**src/rtl/pll_sup_pkg.sv**
```systemverilog
// Shared definitions for the PLL supervisor: FSM state codes and saturating-counter helpers.
// Latency: n/a (types and functions only).
// Backpressure: n/a.
package pll_sup_pkg;

    // FSM state codes; these values are visible on the state output.
    typedef enum logic [2:0] {
        RESET_PLL = 3'd0,
        WAIT_LOCK = 3'd1,
        STABLE    = 3'd2,
        RUN       = 3'd3,
        FAIL      = 3'd4
    } state_e;

    // Width of the retries/relocks event counters.
    localparam int SAT_W = 8;

    // Increment that sticks at all-ones instead of wrapping.
    function automatic logic [SAT_W-1:0] sat_inc(input logic [SAT_W-1:0] v);
        return (v == {SAT_W{1'b1}}) ? v : v + SAT_W'(1);
    endfunction

endpackage

```
**src/rtl/pll_supervisor_sync2.sv**
```systemverilog
// Two-flop synchronizer for a single level signal, async active-high reset to 0.
// Latency: 2 clk_i edges from d_i sampled to q_o.
// Backpressure: none; a pulse narrower than one clk_i period may be missed.
module sync2 (
    input  logic clk_i,
    input  logic rst_i,
    input  logic d_i,
    output logic q_o
);

    logic meta_q;
    logic sync_q;

    // Two-stage capture; the first flop may go metastable, the second settles it.
    always_ff @(posedge clk_i or posedge rst_i) begin
        if (rst_i) begin
            meta_q <= 1'b0;
            sync_q <= 1'b0;
        end else begin
            meta_q <= d_i;
            sync_q <= meta_q;
        end
    end

    assign q_o = sync_q;

endmodule

```
**src/rtl/pll_supervisor.sv**
```systemverilog
// PLL supervisor: pulses the PLL reset, waits for a stable lock, then releases system reset.
// Latency: locked-rise to sys_rst-fall is STABLE_CYCLES+3 edges; locked-fall in RUN to sys_rst-rise is 3.
// Backpressure: none. Optional macro PLL_SUPERVISOR_RETRY_LIMIT_EN adds a sticky FAIL state after MAX_RETRY timeouts.
module pll_supervisor
    import pll_sup_pkg::*;
#(
    parameter int PLL_RST_CYCLES = 16,
    parameter int LOCK_TIMEOUT   = 50000,
    parameter int STABLE_CYCLES  = 1024,
    parameter int MAX_RETRY      = 8
) (
    input  logic             clkin,
    input  logic             rst,
    input  logic             locked,
    output logic             pll_rst,
    output logic             sys_rst,
    output logic             ready,
    output logic             fail,
    output logic [2:0]       state,
    output logic [SAT_W-1:0] retries,
    output logic [SAT_W-1:0] relocks
);

    // One counter serves all timed states, so it is sized for the longest interval.
    localparam int CNT_MAX_A = (PLL_RST_CYCLES > LOCK_TIMEOUT) ? PLL_RST_CYCLES : LOCK_TIMEOUT;
    localparam int CNT_MAX   = (CNT_MAX_A > STABLE_CYCLES) ? CNT_MAX_A : STABLE_CYCLES;
    localparam int CNT_W     = (CNT_MAX > 1) ? $clog2(CNT_MAX) : 1;

    localparam logic [CNT_W-1:0] RST_LAST    = CNT_W'(PLL_RST_CYCLES - 1);
    localparam logic [CNT_W-1:0] TIMEOUT_LST = CNT_W'(LOCK_TIMEOUT - 1);
    localparam logic [CNT_W-1:0] STABLE_LAST = CNT_W'(STABLE_CYCLES - 1);

    logic             locked_s;
    state_e           state_q, state_d;
    logic [CNT_W-1:0] cnt_q, cnt_d;
    logic [SAT_W-1:0] retries_q, retries_d;
    logic [SAT_W-1:0] relocks_q, relocks_d;
    logic             pll_rst_q, sys_rst_q, ready_q;

    sync2 u_lock_sync (
        .clk_i (clkin),
        .rst_i (rst),
        .d_i   (locked),
        .q_o   (locked_s)
    );

    // Next-state, counter and event-counter logic; lock takes priority over a coincident timeout.
    always_comb begin
        state_d   = state_q;
        cnt_d     = cnt_q;
        retries_d = retries_q;
        relocks_d = relocks_q;
        case (state_q)
            RESET_PLL: begin
                cnt_d = cnt_q + CNT_W'(1);
                if (cnt_q == RST_LAST) state_d = WAIT_LOCK;
            end
            WAIT_LOCK: begin
                cnt_d = cnt_q + CNT_W'(1);
                if (locked_s) begin
                    state_d = STABLE;
                end else if (cnt_q == TIMEOUT_LST) begin
                    retries_d = sat_inc(retries_q);
`ifdef PLL_SUPERVISOR_RETRY_LIMIT_EN
                    state_d = (retries_q >= SAT_W'(MAX_RETRY - 1)) ? FAIL : RESET_PLL;
`else
                    state_d = RESET_PLL;
`endif
                end
            end
            STABLE: begin
                cnt_d = cnt_q + CNT_W'(1);
                if (!locked_s) begin
                    state_d = WAIT_LOCK;
                end else if (cnt_q == STABLE_LAST) begin
                    state_d = RUN;
                end
            end
            RUN: begin
                if (!locked_s) begin
                    relocks_d = sat_inc(relocks_q);
                    state_d   = RESET_PLL;
                end
            end
`ifdef PLL_SUPERVISOR_RETRY_LIMIT_EN
            FAIL: begin
                state_d = FAIL;
            end
`endif
            default: begin
                state_d = RESET_PLL;
            end
        endcase
        if (state_d != state_q) cnt_d = '0;
    end

    // State, counters and registered outputs; outputs are decoded from the next state so they
    // change on the same edge as the transition.
    always_ff @(posedge clkin or posedge rst) begin
        if (rst) begin
            state_q   <= RESET_PLL;
            cnt_q     <= '0;
            retries_q <= '0;
            relocks_q <= '0;
            pll_rst_q <= 1'b1;
            sys_rst_q <= 1'b1;
            ready_q   <= 1'b0;
        end else begin
            state_q   <= state_d;
            cnt_q     <= cnt_d;
            retries_q <= retries_d;
            relocks_q <= relocks_d;
            pll_rst_q <= (state_d == RESET_PLL) || (state_d == FAIL);
            sys_rst_q <= (state_d != RUN);
            ready_q   <= (state_d == RUN);
        end
    end

`ifdef PLL_SUPERVISOR_RETRY_LIMIT_EN
    logic fail_q;

    // Sticky failure flag; only rst leaves FAIL.
    always_ff @(posedge clkin or posedge rst) begin
        if (rst) begin
            fail_q <= 1'b0;
        end else begin
            fail_q <= (state_d == FAIL);
        end
    end

    assign fail = fail_q;
`else
    // Retries are unlimited in this build, so the retry cap has no effect.
    logic unused_max_retry;
    assign unused_max_retry = |MAX_RETRY;
    assign fail             = 1'b0;
`endif

    assign pll_rst = pll_rst_q;
    assign sys_rst = sys_rst_q;
    assign ready   = ready_q;
    assign state   = state_q;
    assign retries = retries_q;
    assign relocks = relocks_q;

endmodule

```
**config.mk**
```make
export PLATFORM = sky130hd
export DESIGN_NAME = pll_supervisor
export DESIGN_NICKNAME = d
export VERILOG_FILES = /design/src/rtl/pll_sup_pkg.sv /design/src/rtl/pll_supervisor_sync2.sv /design/src/rtl/pll_supervisor.sv
export SDC_FILE = /design/constraint.sdc
export NUM_CORES = 1
export LEC_CHECK = 0
export CORE_MARGIN = 1.5
export CORE_UTILIZATION = 48
export DETAILED_ROUTE_END_ITERATION = 8
export GPL_TIMING_DRIVEN = 0
export PLACE_DENSITY = 0.71
export REMOVE_ABC_BUFFERS = 1
export SLEW_MARGIN = 20
export SYNTH_ARGS = -nofsm -noshare
export SYNTH_HDL_FRONTEND = slang
export SYNTH_HIERARCHICAL = 1
export SYNTH_SLANG_ARGS = --single-unit
```
**constraint.sdc**
```tcl
create_clock -name clkin -period 4.55 [get_ports clkin]
set_input_delay 0.6825 -clock clkin [delete_from_list [all_inputs] [get_ports clkin]]
set_output_delay 0.6825 -clock clkin [all_outputs]
set_load 0.01 [all_outputs]
```
# Word-level counts from Yosys, hierarchy flattened
# Cells that the tools add are included.
[op_classes]
addsub = 3
muxes = 9
reduce_logical = 7
eq_ne = 12
n_bitwise = 3
[ops]
columns = ["cell", "count"]
rows = [
  ["two-way mux 16 bit", 2],
  ["two-way mux 3 bit", 6],
  ["adder 16 x 1 -> 16 bit (second input constant)", 1],
  ["adder 8 x 1 -> 8 bit (second input constant)", 2],
  ["equality test 16 x 10 -> 1 bit (second input constant)", 1],
  ["equality test 16 bit (second input constant)", 1],
  ["equality test 16 x 4 -> 1 bit (second input constant)", 1],
  ["equality test 8 bit (second input constant)", 2],
  ["case mux 3 bit (4 select lines)", 1],
  ["equality test 3 x 2 -> 1 bit (second input constant)", 3],
  ["zero test 3 bit", 2],
  ["AND reduction 4 bit", 1],
  ["equality test 3 x 1 -> 1 bit (second input constant)", 1],
  ["equality test 3 bit (second input constant)", 1],
  ["inequality test 3 x 2 -> 1 bit (second input constant)", 1],
  ["inequality test 3 bit", 1],
  ["NOT 1 bit", 3],
  ["AND reduction 3 bit", 1],
  ["OR reduction 3 bit", 1],
  ["nonzero test 2 bit", 1],
  ["logical OR 1 bit", 1],
]
[totals]
wordCells = 43
in_bits = 3
regBits = 40

# Longest topological paths before layout
[depth]
ltp_word = 6
ltp_mapped = 9
ltp_nobuf = 7

# Hierarchy
# Netlist, hierarchy kept.
[modules_own_cells]
columns = ["mod", "seq_area_each_um2", "area_per_inst_um2", "cells_each", "instances"]
rows = [
  ["pll_supervisor", 953.4, 1883.1, 185, 1],
  ["sync2", 50.0, 53.8, 3, 1],
]

# Worst setup path before layout
# Ideal clock, no wire load.
[synth_timing]
path_type = "reg-to-reg"
start = "register state_q[0], in the netlist state[0]"
end = "register cnt_q[4]"
path_stages_with_launch = 8
n_path_buf = 1
arrival_ps = 2002
slack_ps = 2430
setup_ps = 119
cell_sequence = "dfrtp_1 -> or4_1 -> or3_1 -> a211oi_2 -> o22ai_2 -> nor2_4 -> buf_6 -> nor2_1"
[synth_via]
elab_chain_cells = 5
[synth_lines]
columns = ["element", "line_no", "text"]
rows = [
  ["start, declared", "pll_supervisor.sv:34", "state_e state_q, state_d;"],
  ["start signal, assigned", "pll_supervisor.sv:109", "state_q <= state_d;"],
  ["two-way mux 3 bit, on equally long branches", "pll_supervisor.sv:75, pll_supervisor.sv:62", ""],
  ["two-way mux 3 bit, on equally long branches", "pll_supervisor.sv:73, pll_supervisor.sv:60", ""],
  ["case mux 3 bit (4 select lines)", "pll_supervisor.sv:53", "case (state_q)"],
  ["inequality test 3 bit", "pll_supervisor.sv:94", "if (state_d != state_q) cnt_d = '0;"],
  ["two-way mux 16 bit / nonzero test 2 bit (equally long branches)", "-", ""],
  ["end signal, assigned", "pll_supervisor.sv:110", "cnt_q <= cnt_d;"],
  ["end, declared", "pll_supervisor.sv:35", "logic [CNT_W-1:0] cnt_q, cnt_d;"],
]
# Parallel ways exist; a longest one is shown, timed or not.
# A chain may end at the register's enable or synchronous reset.

# Final worst setup path
[layout_timing]
start = "register state_q[0], in the netlist state[0]"
end = "register cnt_q[9]"
# Same word-level chain as after synthesis.

==> impl_metrics.toml <==
[clocking]
clockBufferDepth = 2
htree_levels = 2
root_buffer = "clkbuf_8"
cts_tree = "yes"
numCtsBuffers = 5
clk_pin_slew_ns = 0.07
post_cts_buffers = 0
ctsResizeCount = 0
clock-sinks = 40
insertion_delay_ns = 0.29
cts_hold_buf = 0

[detailed_routing]
vias_per_cell = 5.63
ant_nets = 0
routedWlPerCell_um = 14.6
routed_wl_um = 3880
routed-via-count = 1491
drc_errors = 0
drt-initial-drc-count = 120
firstDrtPassIters = 4

[sta]
setup_viol = 0
maxSlewViolCount = 0
worst_pin_slew_ns = 0.848
post-route-period-util_pct = 52.2
max_freq_mhz = 421
timing.final.crit_period_ns = 2.37
hold_viol = 0
rsz0062_at_grt = "false"
finalSetupTns_ns = 0
slew_headroom_pct = 42.9
clock_skew_ns = 0.00432

[final_layout]
fillers = 303
diodes = 0
final-seq-area_sq_um = 1000
drive_above_1_share_pct = 10.1
nets = 222
synthToLayoutAreaGrowth_pct = 20.8
multi_input_area_sq_um = 883

[floorplan]
core_sq_um = 3770
start_util_pct = 51.4
fp.dieArea_sq_um = 4420
io_pins = 26
rows = 22
dieHeight_um = 66.5
die_w_um = 66.5

[synthesis]
synth_xor_area_share_pct = 11.3
yosys.area.top_type_share_pct = 49.1
ys_ff_latch = 40
yosys.cell_count.top_type = "dfrtp_1"
syn_area_sq_um = 1940
netlist-cell-type-count = 43
yosys_warnings = 6
synth_top_area_cell = "dfrtp_1"
synth_compound_area_share_pct = 5.30
synthFlopType = "dfrtp_1"
ys_top_cells_by_area = "dfrtp_1 (49%), xor2_1 (6.3%), xnor2_1 (5.0%), nor2_1 (4.8%), nand4_1 (3.6%)"
synthSimpleGateAreaFrac_pct = 25.5
yosys.area_share.adder_pct = 1.94
synth_edf_count = 0
ys_seq_area_share_pct = 51.8
synthMuxAreaShare_pct = 1.16
synthCells = 188
synth_top_family_by_area = "simple AND/OR/NAND/NOR gates"
syn_avg_cell_area_sq_um = 10.3
async_reset_ff_share_pct = 100
synthTopCellsByCount = "dfrtp_1 (38), nor2_1 (25), nand2_1 (16), xor2_1 (14)"

[setup_path]
critical_path_required_ns = 4.71
cp_max_fo = 12
worstSetupPathType = "reg2reg"
cp-start-kind = "register"
crit_arrival_ns = 2.53
worstSetupEndpointType = "register"

[grt]
grt_usage_pct = 20.0
grt_start_max_net_pins = 39
grt_overflow = 0
met3_usage_pct = 6.08
antenna_found_initial = 0
use_met2_pct = 32.3
grt_util_met1_pct = 25.2
grt_pass1_vias = 1508
grt_pass1_wl_um = 6670
top_usage_layer = "met2"

[pwr]
finalPower_mw = 0.733
p_per_area_nw_per_um2 = 313
power_leakage_nw = 1.04
peakVddDrop_v = 0.000194

[placed_design]
routabilityCongestion = 0.910
dp_hpwl_um = 2760
portBuffers = 24

[run_status]
status = "completed"

[min_path]
hold_class = "reg2reg"

[run]
maxCapViolCount = 0
==> power by group <==
group | switching, mW | leakage, nW | total (mW) | internal [mW]
Clock | 0.115 | 0.0645 | 0.309 | 0.193
Combinational | 0.0227 | 0.431 | 0.0402 | 0.0174
Sequential | 0.0157 | 0.542 | 0.384 | 0.368
==> worst paths after layout <==
check                                                to  depth (start not counted)                    startpoint  slack [ns]
setup / recovery                   cnt_q[9]$_DFFE_PP0P_                          6            state[0]$_DFF_PP0_        2.18
hold / removal                u_lock_sync/q_o$_DFF_PP0_                          0  u_lock_sync/meta_q$_DFF_PP0_        0.37
setup reg to reg                   cnt_q[9]$_DFFE_PP0P_                          6            state[0]$_DFF_PP0_        2.18
hold reg to reg               u_lock_sync/q_o$_DFF_PP0_                          0  u_lock_sync/meta_q$_DFF_PP0_        0.37
max in group asynchronous          cnt_q[8]$_DFFE_PP0P_                          2                           rst        3.19
min in group asynchronous  u_lock_sync/meta_q$_DFF_PP0_                          2                           rst        0.60
==> metrics by stage <==
stage	std cells	cell area, sq um	utilization [%]	worst slack (ns)	hold slack [ns]
final	265	2340	62.0	2.18	0.374
after CTS	265	2340	62.0	2.16	0.373
after global routing	265	2340	62.0	1.98	0.395
after detailed placement	257	2210	58.7	2.19	0.356
after floorplan	185	1910	-	2.42	0.331
after global placement	257	2210	58.7	2.19	0.338
==> state kept, by name, indices dropped and copies added (netlist names) <==
register / flops
retries: 8
state: 3
u_lock_sync/q_o: 1
u_lock_sync/meta_q: 1
pll_rst: 1
sys_rst: 1
relocks: 8
cnt_q: 16
ready: 1
==> placed cells by master (no fill, tap or decap), drive strengths merged, types with 2 or more instances in the layout <==
cell / synthesis / final
dfrtp: 38 / 38
nor2: 26 / 26
clkdlybuf4s50: 0 / 24
nand2: 16 / 16
xor2: 14 / 14
nand4: 11 / 11
xnor2: 11 / 11
nand3: 9 / 9
and3: 7 / 7
clkbuf: 1 / 7
inv: 7 / 7
or3: 5 / 5
nor4: 4 / 4
nor3: 3 / 3
ha: 3 / 3
or2b: 2 / 2
or4: 2 / 2
and2: 2 / 2
mux2: 2 / 2
a21oi: 2 / 2
or2: 2 / 2
conb: 1 / 2
dfstp: 2 / 2
o22ai: 2 / 2
==> cell type report <==
cell class | count | share of cell area (%)
flip-flops and latches | 40 | 42.9
multi-input cells | 138 | 37.8
repair buffers | 24 | 10.3
clock buffers | 7 | 4.12
well taps | 48 | 2.57
clock inverters | 1 | 1.28
inverters | 7 | 1.12
==> logic make-up (layout without fill, tap and decap cells) <==
logic type	Yosys count	after routing
AND/OR/NAND/NOR	93	93
flip-flops	40	40
XOR/XNOR	25	25
AO/OA/AOI/OAI	13	13
buffers and inverters	11	39
adder cells (fa/ha/maj)	3	3
multiplexers	2	2
other	1	2
==> critical path, cell delays in order, from the launching register on <==
cell and delay (ns):
dfrtp_1 0.46, or4_1 0.54, or3_1 0.33, a211oi_2 0.36
o22ai_2 0.18, nor2_4 0.27, o22ai_1 0.11
==> per-layer routing <==
layer / share of wire, % / vias to the layer above / wire, um
met3: 5.4 / 7 / 210
li1: - / 705 / -
met5: 0 / - / 0
met2: 49 / 48 / 1890
met4: 1.1 / 0 / 42
met1: 45 / 731 / 1730
Note: power is estimated with default switching activity, not from simulation.
